<file path="src/rtl/ad_pkg.sv">
// Shared types and constants for the dual-ADC serial command/readback link.
// Optional strobe timeout is enabled with the AD_STRB_TIMEOUT_EN macro.
package ad_pkg;

   localparam int AD_CMD_W  = 8;
   localparam int AD_DATA_W = 16;

   typedef enum logic [2:0] {
      IDLE,
      CMD,
      WAIT_STRB,
      READ,
      DONE
   } ad_state_t;

   function automatic int bit_cnt_w(input int bits);
      return $clog2(bits + 1);
   endfunction

   localparam int AD_BIT_W = bit_cnt_w(AD_DATA_W);

endpackage

</file>
<file path="src/rtl/ad_sclk_gen.sv">
// SCLK phase divider: each bit is CLK_DIV cycles low then CLK_DIV cycles high.
// Held in phase 0 with SCLK low whenever run is deasserted.
module ad_sclk_gen
   import ad_pkg::*;
#(
   parameter int CLK_DIV = 4
) (
   input  logic clk,
   input  logic reset,
   input  logic run,
   output logic sclk,
   output logic fall_tick,
   output logic rise_end_tick
);

   localparam int PW = $clog2(2 * CLK_DIV);
   localparam logic [PW-1:0] LOW_END  = PW'(CLK_DIV - 1);
   localparam logic [PW-1:0] HIGH_END = PW'(2 * CLK_DIV - 1);

   logic [PW-1:0] cnt;

   // sclk is registered so it changes on the same edge the phase counter does
   always_ff @(posedge clk) begin
      if (reset || !run) begin
         cnt  <= '0;
         sclk <= 1'b0;
      end else begin
         cnt <= (cnt == HIGH_END) ? '0 : cnt + 1'b1;
         if (cnt == LOW_END) begin
            sclk <= 1'b1;
         end else if (cnt == HIGH_END) begin
            sclk <= 1'b0;
         end
      end
   end

   assign fall_tick     = run && (cnt == '0);
   assign rise_end_tick = run && (cnt == HIGH_END);

endmodule

</file>
<file path="src/rtl/ad_serial_ctrl.sv">
// Dual-ADC serial controller: shifts a command byte out, waits for both SSTRBs,
// reads DATA_W bits from each chip in parallel. Macro AD_STRB_TIMEOUT_EN adds a strobe timeout.
module ad_serial_ctrl
   import ad_pkg::*;
#(
   parameter int CLK_DIV = 4,
   parameter int DATA_W  = AD_DATA_W,
   parameter int TIMEOUT = 1023
) (
   input  logic                clk,
   input  logic                reset,
   input  logic [AD_CMD_W-1:0] cmd_data,
   input  logic                cmd_valid,
   output logic                cmd_ready,
   output logic                busy,
   output logic [DATA_W-1:0]   smp_data0,
   output logic [DATA_W-1:0]   smp_data1,
   output logic                smp_valid,
   output logic                smp_err,
   output logic                ad_sclk,
   output logic                ad_din,
   input  logic                ad_dout0,
   input  logic                ad_sstrb0,
   input  logic                ad_dout1,
   input  logic                ad_sstrb1
);

   localparam int BW = bit_cnt_w((DATA_W > AD_CMD_W) ? DATA_W : AD_CMD_W);

   ad_state_t           state, state_next;
   logic [3:0]          sync_meta, sync_q;
   logic                dout0_s, strb0_s, dout1_s, strb1_s;
   logic                run, fall_tick, rise_end_tick;
   logic [BW-1:0]       bit_cnt;
   logic [AD_CMD_W-1:0] cmd_sr;
   logic [DATA_W-1:0]   sr0, sr1, sr0_shift, sr1_shift;
   logic                stk0, stk1, both_seen, timeout_hit;

   always_ff @(posedge clk) begin
      if (reset) begin
         sync_meta <= '0;
         sync_q    <= '0;
      end else begin
         sync_meta <= {ad_sstrb1, ad_dout1, ad_sstrb0, ad_dout0};
         sync_q    <= sync_meta;
      end
   end

   assign dout0_s = sync_q[0];
   assign strb0_s = sync_q[1];
   assign dout1_s = sync_q[2];
   assign strb1_s = sync_q[3];

   ad_sclk_gen #(.CLK_DIV(CLK_DIV)) u_sclk_gen (
      .clk           (clk),
      .reset         (reset),
      .run           (run),
      .sclk          (ad_sclk),
      .fall_tick     (fall_tick),
      .rise_end_tick (rise_end_tick)
   );

   // Strobes may arrive in either order; a live strobe counts as already latched
   assign both_seen = (stk0 | strb0_s) & (stk1 | strb1_s);
   assign sr0_shift = {sr0[DATA_W-2:0], dout0_s};
   assign sr1_shift = {sr1[DATA_W-2:0], dout1_s};

`ifdef AD_STRB_TIMEOUT_EN
   localparam int TW = $clog2(TIMEOUT + 1);
   logic [TW-1:0] to_cnt;

   always_ff @(posedge clk) begin
      if (reset || state != WAIT_STRB) begin
         to_cnt <= '0;
      end else begin
         to_cnt <= to_cnt + 1'b1;
      end
   end

   assign timeout_hit = (to_cnt == TW'(TIMEOUT - 1));

   always_ff @(posedge clk) begin
      if (reset) begin
         smp_err <= 1'b0;
      end else if (state == IDLE && cmd_valid) begin
         smp_err <= 1'b0;
      end else if (state == WAIT_STRB && state_next == DONE) begin
         smp_err <= 1'b1;
      end
   end
`else
   logic unused_timeout;
   assign unused_timeout = ^TIMEOUT;
   assign timeout_hit    = 1'b0;
   assign smp_err        = 1'b0;
`endif

   always_ff @(posedge clk) begin
      if (reset) begin
         state <= IDLE;
      end else begin
         state <= state_next;
      end
   end

   always_comb begin
      state_next = state;
      case (state)
         IDLE:      if (cmd_valid) state_next = CMD;
         CMD:       if (rise_end_tick && bit_cnt == BW'(AD_CMD_W)) state_next = WAIT_STRB;
         WAIT_STRB: begin
            if (both_seen) begin
               state_next = READ;
            end else if (timeout_hit) begin
               state_next = DONE;
            end
         end
         READ:      if (rise_end_tick && bit_cnt == BW'(DATA_W)) state_next = DONE;
         DONE:      state_next = IDLE;
         default:   state_next = IDLE;
      endcase
   end

   always_comb begin
      cmd_ready = 1'b0;
      busy      = 1'b1;
      run       = 1'b0;
      smp_valid = 1'b0;
      case (state)
         IDLE: begin
            cmd_ready = 1'b1;
            busy      = 1'b0;
         end
         CMD, READ: run       = 1'b1;
         DONE:      smp_valid = 1'b1;
         default: ;
      endcase
   end

   // Counts bits started, so at the last rise_end the count equals the bit total
   always_ff @(posedge clk) begin
      if (reset || state != state_next) begin
         bit_cnt <= '0;
      end else if (fall_tick) begin
         bit_cnt <= bit_cnt + 1'b1;
      end
   end

   always_ff @(posedge clk) begin
      if (reset) begin
         cmd_sr    <= '0;
         ad_din    <= 1'b0;
         stk0      <= 1'b0;
         stk1      <= 1'b0;
         sr0       <= '0;
         sr1       <= '0;
         smp_data0 <= '0;
         smp_data1 <= '0;
      end else begin
         case (state)
            IDLE: begin
               if (cmd_valid) begin
                  cmd_sr <= cmd_data;
                  ad_din <= cmd_data[AD_CMD_W-1];
                  stk0   <= 1'b0;
                  stk1   <= 1'b0;
               end
            end
            CMD: begin
               // Zeros shift in behind the byte, so DIN drops to 0 after the 8th bit
               if (rise_end_tick) begin
                  cmd_sr <= {cmd_sr[AD_CMD_W-2:0], 1'b0};
                  ad_din <= cmd_sr[AD_CMD_W-2];
               end
            end
            WAIT_STRB: begin
               stk0 <= stk0 | strb0_s;
               stk1 <= stk1 | strb1_s;
               if (state_next == DONE) begin
                  smp_data0 <= '0;
                  smp_data1 <= '0;
               end
            end
            READ: begin
               if (rise_end_tick) begin
                  sr0 <= sr0_shift;
                  sr1 <= sr1_shift;
                  if (state_next == DONE) begin
                     smp_data0 <= sr0_shift;
                     smp_data1 <= sr1_shift;
                  end
               end
            end
            default: ;
         endcase
      end
   end

endmodule
</file>
<file path="config.mk">
export PLATFORM = sky130hd
export DESIGN_NAME = ad_serial_ctrl
export DESIGN_NICKNAME = d
export VERILOG_FILES = /design/src/rtl/ad_pkg.sv /design/src/rtl/ad_sclk_gen.sv /design/src/rtl/ad_serial_ctrl.sv
export SDC_FILE = /design/constraint.sdc
export NUM_CORES = 1
export LEC_CHECK = 0
export CORE_MARGIN = 10
export CORE_UTILIZATION = 40
export DETAILED_ROUTE_END_ITERATION = 10
export GPL_ROUTABILITY_DRIVEN = 0
export PLACE_DENSITY_LB_ADDON = 0.05
export SLEW_MARGIN = 40
export SYNTH_ARGS = -nofsm -noshare
export SYNTH_HDL_FRONTEND = slang
export SYNTH_SLANG_ARGS = --single-unit
</file>
<file path="constraint.sdc">
create_clock -name clk -period 2 [get_ports clk]
set_input_delay 0.4 -clock clk [delete_from_list [all_inputs] [get_ports clk]]
set_output_delay 0.4 -clock clk [all_outputs]
set_load 0.03 [all_outputs]
</file>
==> flow_metrics.py, run 1 <==
metrics = {
    "synth": {
        "netlist_instances": 421,
        "synth-main-ff-cell": "dfxtp_1",
        "synth_edf_count": 0,
        "async_flop_share_pct": 0,
        "synth_area_leaders": "dfxtp_1 (53%), nand2_1 (14%), a21oi_1 (10%)",
        "synth_area_leader_cell": "dfxtp_1",
        "synth_top_cell_area_share_pct": 52.87,
        "ys_seq_area_share_pct": 52.87,
        "synth_seq_cells": 92,
        "syn_avg_cell_area_um2": 8.274,
        "yosys_warnings": 0,
        "syn_nets": 443,
        "synth.distinct_cells": 37,
        "syn-cell-area_um2": 3483,
    },
    "sta": {
        "clock_skew_ns": 0.01310,
        "relSlewSlack_pct": 58.09,
        "period_share_pct": 97.06,
        "hold_ws_ns": 0.4433,
        "setup_tns_ns": 0,
        "worst-slew-pin-transition_ns": 0.6286,
        "worst_slack_ns": 0.05879,
        "finalCriticalPeriod_ns": 1.941,
        "max_freq_ghz": 0.5151,
        "hold_viol_final": 0,
        "drv_slew": 0,
        "setup_viol": 0,
    },
    "placed_design": {
        "port-buffer-count": 51,
        "post_dp_cell_area_um2": 4139,
        "placed_cells": 560,
        "dp_hpwl_um": 4808,
        "pre_cts_ws_ns": -0.01188,
    },
    "floorplanning": {
        "core.rowCount": 33,
        "io_pins": 53,
        "core_um2": 8341,
        "die_h_um": 113.3,
        "chipWidth_um": 113.3,
        "start_util_pct": 41.76,
        "fp.dieArea_um2": 12840,
    },
    "job": {
        "drv_cap": 0,
    },
    "grt": {
        "grt_max_degree": 33,
        "grt_overflow": 0,
        "grt_pass1_wl_um": 12900,
        "grt_pass1_vias": 2739,
        "grt_use_total_pct": 11.93,
        "antenna_found_initial": 0,
    },
    "route": {
        "dr_total_vias": 2816,
        "dr.pass1.iters": 4,
        "routed_wl_um": 7596,
        "routed_wire_length_per_instance_um": 13.14,
        "drc": 0,
        "drt-initial-drc-count": 128,
        "antenna_left": 0,
        "viasPerCell": 4.872,
    },
    "power_and_ir_drop": {
        "power.density_nw_per_um2": 738.0,
        "power.leakage_nw": 1.525,
        "irDropWorstVdd_uv": 392.7,
        "total_power_mw": 3.255,
    },
    "clock_tree": {
        "cts_buffer_depth": 2,
        "worstSkewPairLatency_ns": 0.36,
        "hold_buffers": 0,
        "cts_root_buffer": "clkbuf_8",
        "clock_sinks": 92,
        "numCtsBuffers": 9,
        "clk_pin_slew_ns": 0.10,
        "cts_tree": "built",
        "htreeDepth": 3,
    },
    "cells_and_area": {
        "stdcell_count": 578,
        "nets": 490,
        "area_growth_pct": 26.62,
        "final_area_um2": 4410,
        "layout-drive-gt1-share_pct": 10.15,
        "final_common_cell": "nand2_1",
        "diodes": 0,
        "layout_common_cells": "nand2_1 (129), dfxtp_1 (90), a21oi_1 (71)",
        "final_core_util_pct": 52.88,
        "nFillCells": 811,
    },
    "setup_path": {
        "worstSetupStartpointType": "flop",
        "worstSetupPathType": "reg -> reg",
        "worst-endpoint-required_ns": 2.28,
        "r2r_slack_ns": 0.06,
        "critPathArrivalTime_ns": 2.22,
        "end_kind": "flop",
        "cp_max_fo": 4,
    },
    "hold_path": {
        "hold_path.class": "reg -> reg",
    },
    "outcome": {
        "status": "complete, no violations",
    },
}
-- cell type report --
type / instances / area (µm²) / area share [%]
clock inverter: 7 / 58.81 / 1.333
timing repair buffer: 66 / 669.4 / 15.18
tap: 105 / 131.4 / 2.979
clock buffer: 9 / 123.9 / 2.809
sequential: 92 / 1847 / 41.87
inverter: 9 / 33.78 / 0.7660
multi-input combinational: 290 / 1546 / 35.06
-- timing repair --
action,CTS,global route
setup buffers,0,2
setup endpoints to repair,7,7
gates resized for setup,4,19
pin swaps,1,10
-- power by group --
group	switching, mW	internal (mW)	leakage, nW	total, mW
clock network	0.697	0.476	0.0978	1.17
logic	0.117	0.0966	0.682	0.213
registers	0.0155	1.85	0.745	1.87
total	0.829	2.43	1.52	3.26
-- per-layer routing --
metal / wire length [µm] / part of all wire (%) / up-vias / global-route usage [%]
met5: 0 / 0 / - / 0
met4: 72 / 0.95 / 0 / 4.822
met3: 504 / 6.6 / 5 / 4.649
met2: 3419 / 45 / 61 / 17.40
met1: 3600 / 47 / 1285 / 15.35
li1: - / - / 1465 / -
-- flip-flops by register name, summed over array words and instances, names as in the netlist --
name / cells
smp_data0: 16
smp_data1: 16
sr0: 15
sr1: 15
cmd_sr: 7
bit_cnt: 5
sync_meta: 4
sync_q: 4
state: 3
u_sclk_gen.cnt: 3
ad_din: 1
stk0: 1
stk1: 1
u_sclk_gen.sclk: 1
-- path summary, 6_finish.rpt --
check / startpoint / end / cells after the start
max: u_sclk_gen.cnt[0] / bit_cnt[0] / 7
max reg2reg: u_sclk_gen.cnt[0] / bit_cnt[0] / 7
min reg2reg: sync_meta[3] / sync_q[3] / 1
min: sync_meta[3] / sync_q[3] / 1
-- synthesized netlist by cell type, types with 3 or more instances --
library cell,number
a21oi_1,71
and3_1,4
buf_2,5
clkbuf_1,21
dfxtp_1,92
ha_1,7
inv_1,7
mux2i_1,8
nand2_1,130
nand3_1,3
nor2_1,26
nor2b_1,9
nor4_1,4
-- worst max-delay path, cell delays in order, from the launching register on --
cell      delay, ns
dfxtp_4        0.38
ha_4           0.14
ha_4           0.15
nand2_4        0.06
o41ai_4        0.38
o311ai_4       0.18
or3_1          0.39
a311oi_2       0.19
-- kinds of logic after synthesis --
logic type | share of synthesized area [%]
other | 0.1077
xor gates and xnor gates | 1.006
and+or+nand+nor | 22.95
AOI/OAI and AO/OA | 13.22
buffers and inverters | 5.029
adders and majority gates | 2.514
DFF | 52.87
muxes | 2.299
Power figures use the tool's default switching activity.
==> inputs of run 2 (changes only) <==
==> constraint.sdc (replaced) <==
create_clock -name clk -period 1.6 [get_ports clk]
set_input_delay 0.32 -clock clk [delete_from_list [all_inputs] [get_ports clk]]
set_output_delay 0.32 -clock clk [all_outputs]
set_load 0.03 [all_outputs]
==> flow_metrics.py, run 2 (synthesis gave the netlist of run 1 again) <==
metrics = {
    "outcome": {
        "status": "finished with violations",
        "violations": "setup timing",
    },
    "sta": {
        "rsz0062_at_grt": "true",
        "max_freq_ghz": 0.5493,
        "setup_viol": 38,
        "drv_slew": 0,
        "clock_skew_ns": 0.01594,
        "hold_viol_final": 0,
        "worst_slack_ns": -0.2205,
        "finalCriticalPeriod_ns": 1.820,
        "period_share_pct": 113.8,
    },
    "grt": {
        "grt_pass1_vias": 2990,
        "grt_pass1_wl_um": 14480,
        "grt_overflow": 0,
        "grt_use_total_pct": 13.58,
        "antenna_found_initial": 0,
        "grt_max_degree": 55,
    },
    "clock_tree": {
        "cts_tree": "built",
        "numCtsBuffers": 9,
        "clk_pin_slew_ns": 0.09,
        "cts_buffer_depth": 2,
        "worstSkewPairLatency_ns": 0.37,
        "htreeDepth": 3,
        "cts_root_buffer": "clkbuf_8",
        "clock_sinks": 92,
    },
    "route": {
        "viasPerCell": 4.925,
        "drt-met1-wl_um": 4182,
        "wl_met2_um": 3987,
        "dr_total_vias": 3029,
        "wl_met3_um": 486,
        "antenna_left": 0,
        "drt-initial-drc-count": 112,
        "route.top_layer_used": "met4",
        "drc": 0,
        "routed_wire_length_per_instance_um": 14.32,
        "dr.pass1.iters": 4,
        "routed_wl_um": 8805,
    },
    "cells_and_area": {
        "diodes": 0,
        "nets": 527,
        "stdcell_count": 615,
        "final_core_util_pct": 60.11,
        "final_common_cell": "nand2_1",
        "reg_top3": "smp_data0: 16 flops, smp_data1: 16 flops",
        "layout-drive-gt1-share_pct": 26.67,
        "layout_common_cells": "nand2_1 (105), dfxtp_1 (88), a21oi_1 (58)",
        "area_growth_pct": 43.93,
    },
    "placed_design": {
        "port-buffer-count": 51,
        "pre_cts_ws_ns": -0.2278,
        "dp_hpwl_um": 5178,
        "placed_cells": 579,
    },
    "setup_path": {
        "r2r_slack_ns": -0.22,
        "worstSetupPathType": "reg -> reg",
        "cp_max_fo": 3,
        "worst-endpoint-required_ns": 1.84,
        "critPathArrivalTime_ns": 2.06,
        "end_kind": "flop",
        "worstSetupStartpointType": "flop",
    },
    "floorplanning": {
        "fp.dieArea_um2": 12840,
        "start_util_pct": 41.76,
        "core.rowCount": 33,
        "core_um2": 8341,
        "chipWidth_um": 113.3,
        "io_pins": 53,
        "die_h_um": 113.3,
    },
    "hold_path": {
        "hold_path.class": "in -> reg",
    },
    "power_and_ir_drop": {
        "irDropWorstVdd_uv": 443.7,
        "total_power_mw": 4.205,
        "power.leakage_nw": 1.962,
        "power.density_nw_per_um2": 838.7,
    },
    "job": {
        "drv_cap": 0,
    },
}
[run 2: metal layers]
metal / up-vias / track usage [%]
li1: 1549 / -
met4: 0 / 5.499
met1: 1417 / 17.16
met2: 51 / 20.81
met5: - / 0
met3: 12 / 4.437
[run 2: stage by stage]
step	TNS, ns	hold WS, ns	cell area [µm²]
3_5_place_dp	-2.997	0.4323	4332
4_1_cts	-4.198	0.3273	4920
3_3_place_gp	-2.088	0.4185	4332
6_report	-4.090	0.3517	5014
5_1_grt	-7.253	0.3599	5014
2_1_floorplan	-0.5703	0.4138	3516
[run 2: power by group]
group	switching, mW	internal [mW]	total [mW]
clock network	0.891	0.634	1.53
registers	0.0184	2.32	2.33
logic	0.170	0.175	0.345
[run 2: critical path, cell delays in order (launching register included)]
cell	delay [ns]
dfxtp_2	0.36
ha_4	0.15
ha_4	0.15
nand4b_1	0.14
buf_4	0.17
buf_4	0.13
buf_4	0.12
buf_4	0.13
o21ai_0	0.25
a211oi_2	0.11
[run 2: timing repair]
action | 4_1_cts | 5_1_grt
hold buffers | 0 | 0
setup buffers | 14 | 4
endpoints found under the setup margin | 74 | 78
gates cloned | 6 | 2
resized for setup | 70 | 43
pin swaps | 10 | 19
[run 2: worst paths after layout]
kind,endpoint,start,cells after the start
max reg2reg,state[1],u_sclk_gen.cnt[0],9
max,state[1],u_sclk_gen.cnt[0],9
min reg2reg,sync_q[3],sync_meta[3],1
min,stk0,reset,2
[run 2: area by class of cell]
type,count,area (µm²)
Multi-Input combinational cell,290,1728
Sequential cell,92,1849
Timing Repair Buffer,103,1076
Inverter,9,36.28
Clock inverter,6,55.05
Fill cell,770,3327
Tap cell,105,131.4
Clock buffer,10,137.6
==> inputs of run 3 (changes only) <==
--- a/config.mk
+++ b/config.mk
@@ -6,10 +6,11 @@
 export NUM_CORES = 1
 export LEC_CHECK = 0
 export CORE_MARGIN = 10
-export CORE_UTILIZATION = 40
+export CORE_UTILIZATION = 48
 export DETAILED_ROUTE_END_ITERATION = 10
 export GPL_ROUTABILITY_DRIVEN = 0
 export PLACE_DENSITY_LB_ADDON = 0.05
+export SKIP_LAST_GASP = 1
 export SLEW_MARGIN = 40
 export SYNTH_ARGS = -nofsm -noshare
 export SYNTH_HDL_FRONTEND = slang
==> flow_metrics.py, run 3 (synthesis gave the netlist of run 1 again) <==
metrics = {
    "power_and_ir_drop": {
        "total_power_mw": 4.420,
        "power.leakage_nw": 2.195,
        "power.density_nw_per_um2": 843.3,
        "irDropWorstVdd_uv": 502.1,
    },
    "sta": {
        "hold_viol_final": 0,
        "period_share_pct": 116.6,
        "rsz0062_at_grt": "true",
        "setup_viol": 39,
        "drv_slew": 0,
        "clock_skew_ns": 0.01264,
        "max_freq_ghz": 0.5358,
        "worst_slack_ns": -0.2663,
        "finalCriticalPeriod_ns": 1.866,
    },
    "clock_tree": {
        "worstSkewPairLatency_ns": 0.36,
        "clk_pin_slew_ns": 0.09,
        "numCtsBuffers": 9,
        "cts_tree": "built",
        "htreeDepth": 3,
        "clock_sinks": 92,
        "cts_buffer_depth": 2,
        "cts_root_buffer": "clkbuf_8",
        "hold_buffers": 0,
    },
    "hold_path": {
        "hold_path.class": "reg -> reg",
        "worstHoldStart": "sync_meta[1]",
    },
    "placed_design": {
        "dp_hpwl_um": 4954,
        "post_dp_cell_area_um2": 4250,
        "port-buffer-count": 51,
    },
    "floorplanning": {
        "core.rowCount": 30,
        "fp.dieArea_um2": 11060,
        "chipWidth_um": 105.2,
        "core_um2": 6907,
        "start_util_pct": 50.43,
        "io_pins": 53,
        "die_h_um": 105.2,
    },
    "cells_and_area": {
        "final_common_cell": "dfxtp_1",
        "final_area_um2": 5241,
        "nets": 517,
        "nFillCells": 511,
        "area_growth_pct": 50.47,
        "layout_common_cells": "dfxtp_1 (86), nand2_1 (81), nand2_4 (44)",
        "diodes": 0,
        "reg_top3": "smp_data0: 16 flops, smp_data1: 16 flops",
        "layout-drive-gt1-share_pct": 33.07,
    },
    "setup_path": {
        "startpoint": "u_sclk_gen.cnt[1]",
        "critPathMaxStageDelay_ns": 0.35,
        "worst-endpoint-required_ns": 1.87,
        "critPathArrivalTime_ns": 2.14,
        "end_kind": "flop",
        "r2r-start": "u_sclk_gen.cnt[1]",
        "r2r_slack_ns": -0.27,
        "path_delay_family": "compound AO/OA/AOI/OAI gates",
        "worstSetupStartpointType": "flop",
        "worstSetupPathType": "reg -> reg",
        "path_cells": "ha_4 -> ha_4 -> nand4b_1 -> o22ai_2 -> o311ai_4 -> buf_6 -> buf_4 -> nand3_1 -> a311oi_2",
        "crit_top_cell": "ha_4",
        "cp_max_fo": 3,
        "critPathSlowestCell": "dfxtp_2",
        "path_buf_inv": 2,
    },
    "grt": {
        "grt_max_degree": 67,
        "grt_pass1_vias": 2919,
        "grt_pass1_wl_um": 13910,
        "grt_overflow": 0,
        "grt_use_total_pct": 14.96,
        "antenna_found_initial": 0,
    },
    "job": {
        "drv_cap": 0,
    },
    "outcome": {
        "status": "finished with violations",
        "violations": "setup timing",
    },
    "route": {
        "drc": 0,
        "dr_total_vias": 3068,
        "viasPerCell": 5.156,
        "routed_wire_length_per_instance_um": 15.62,
        "dr.pass1.iters": 4,
        "routed_wl_um": 9293,
        "drt-initial-drc-count": 128,
        "antenna_left": 0,
    },
}
==> run 3: changes by cell type in the layout (fill, tap and decap cells not counted), sizes merged <==
cell and delta:
bufinv +2, inv +1, clkinvlp -1, clkbuf -2, clkinv -2, buf -9
==> run 3: report_power, final <==
part | switching, mW | leakage [nW] | internal [mW]
clock | 0.859 | 0.108 | 0.894
combinational | 0.171 | 1.34 | 0.162
sequential | 0.0194 | 0.747 | 2.32
total | 1.05 | 2.19 | 3.37
==> run 3: layout make-up <==
cell class / instances / area (µm²) / area share (%)
well taps: 96 / 120.1 / 2.292
clock inverters: 6 / 96.34 / 1.838
multi-input cells: 290 / 2042 / 38.96
repair buffers: 93 / 968.4 / 18.48
inverters: 9 / 36.28 / 0.6923
clock buffers: 9 / 123.9 / 2.363
flip-flops and latches: 92 / 1854 / 35.38
==> run 3: worst paths after layout <==
path                end  depth (start not counted)
max          bit_cnt[0]                          9
min           sync_q[1]                          1
max reg2reg  bit_cnt[0]                          9
min reg2reg   sync_q[1]                          1
==> run 3: timing repair <==
action                     4_1_cts  5_1_grt
pin swaps                        7       58
resized for setup               60      137
setup endpoints to repair       76       48
cloned                           5        1
setup buffers                    6        5
==> run 3: stage by stage <==
| stage | utilization (%) | TNS [ns] | hold slack [ns] | setup WS, ns | cells |
|---|---|---|---|---|---|
| floorplan | - | -0.5703 | 0.4138 | -0.1624 | 421 |
| global placement | 61.54 | -3.031 | 0.4179 | -0.1706 | 564 |
| detailed placement | 61.54 | -4.710 | 0.4258 | -0.2261 | 564 |
| CTS | 68.33 | -4.688 | 0.4383 | -0.2007 | 590 |
| global route | 75.89 | -7.520 | 0.4669 | -0.3351 | 595 |
| finish | 75.89 | -5.038 | 0.4468 | -0.2663 | 595 |
==> run 3: metal layers <==
metal	track usage [%]	up-vias	routed length [µm]
li1	-	1528	-
met1	18.80	1459	4114
met2	23.56	67	4532
met3	4.054	14	479
met4	6.176	0	166
met5	0	-	0
==> run 3: worst reg2reg max path: cells and delay by family, from the launching register on <==
kind | cells | cell delay, ns
flip-flops | 1 | 0.35
AND/OR/NAND/NOR | 2 | 0.20
adder cells (fa/ha/maj) | 2 | 0.34
AO/OA/AOI/OAI | 3 | 0.63
buffers and inverters | 2 | 0.27
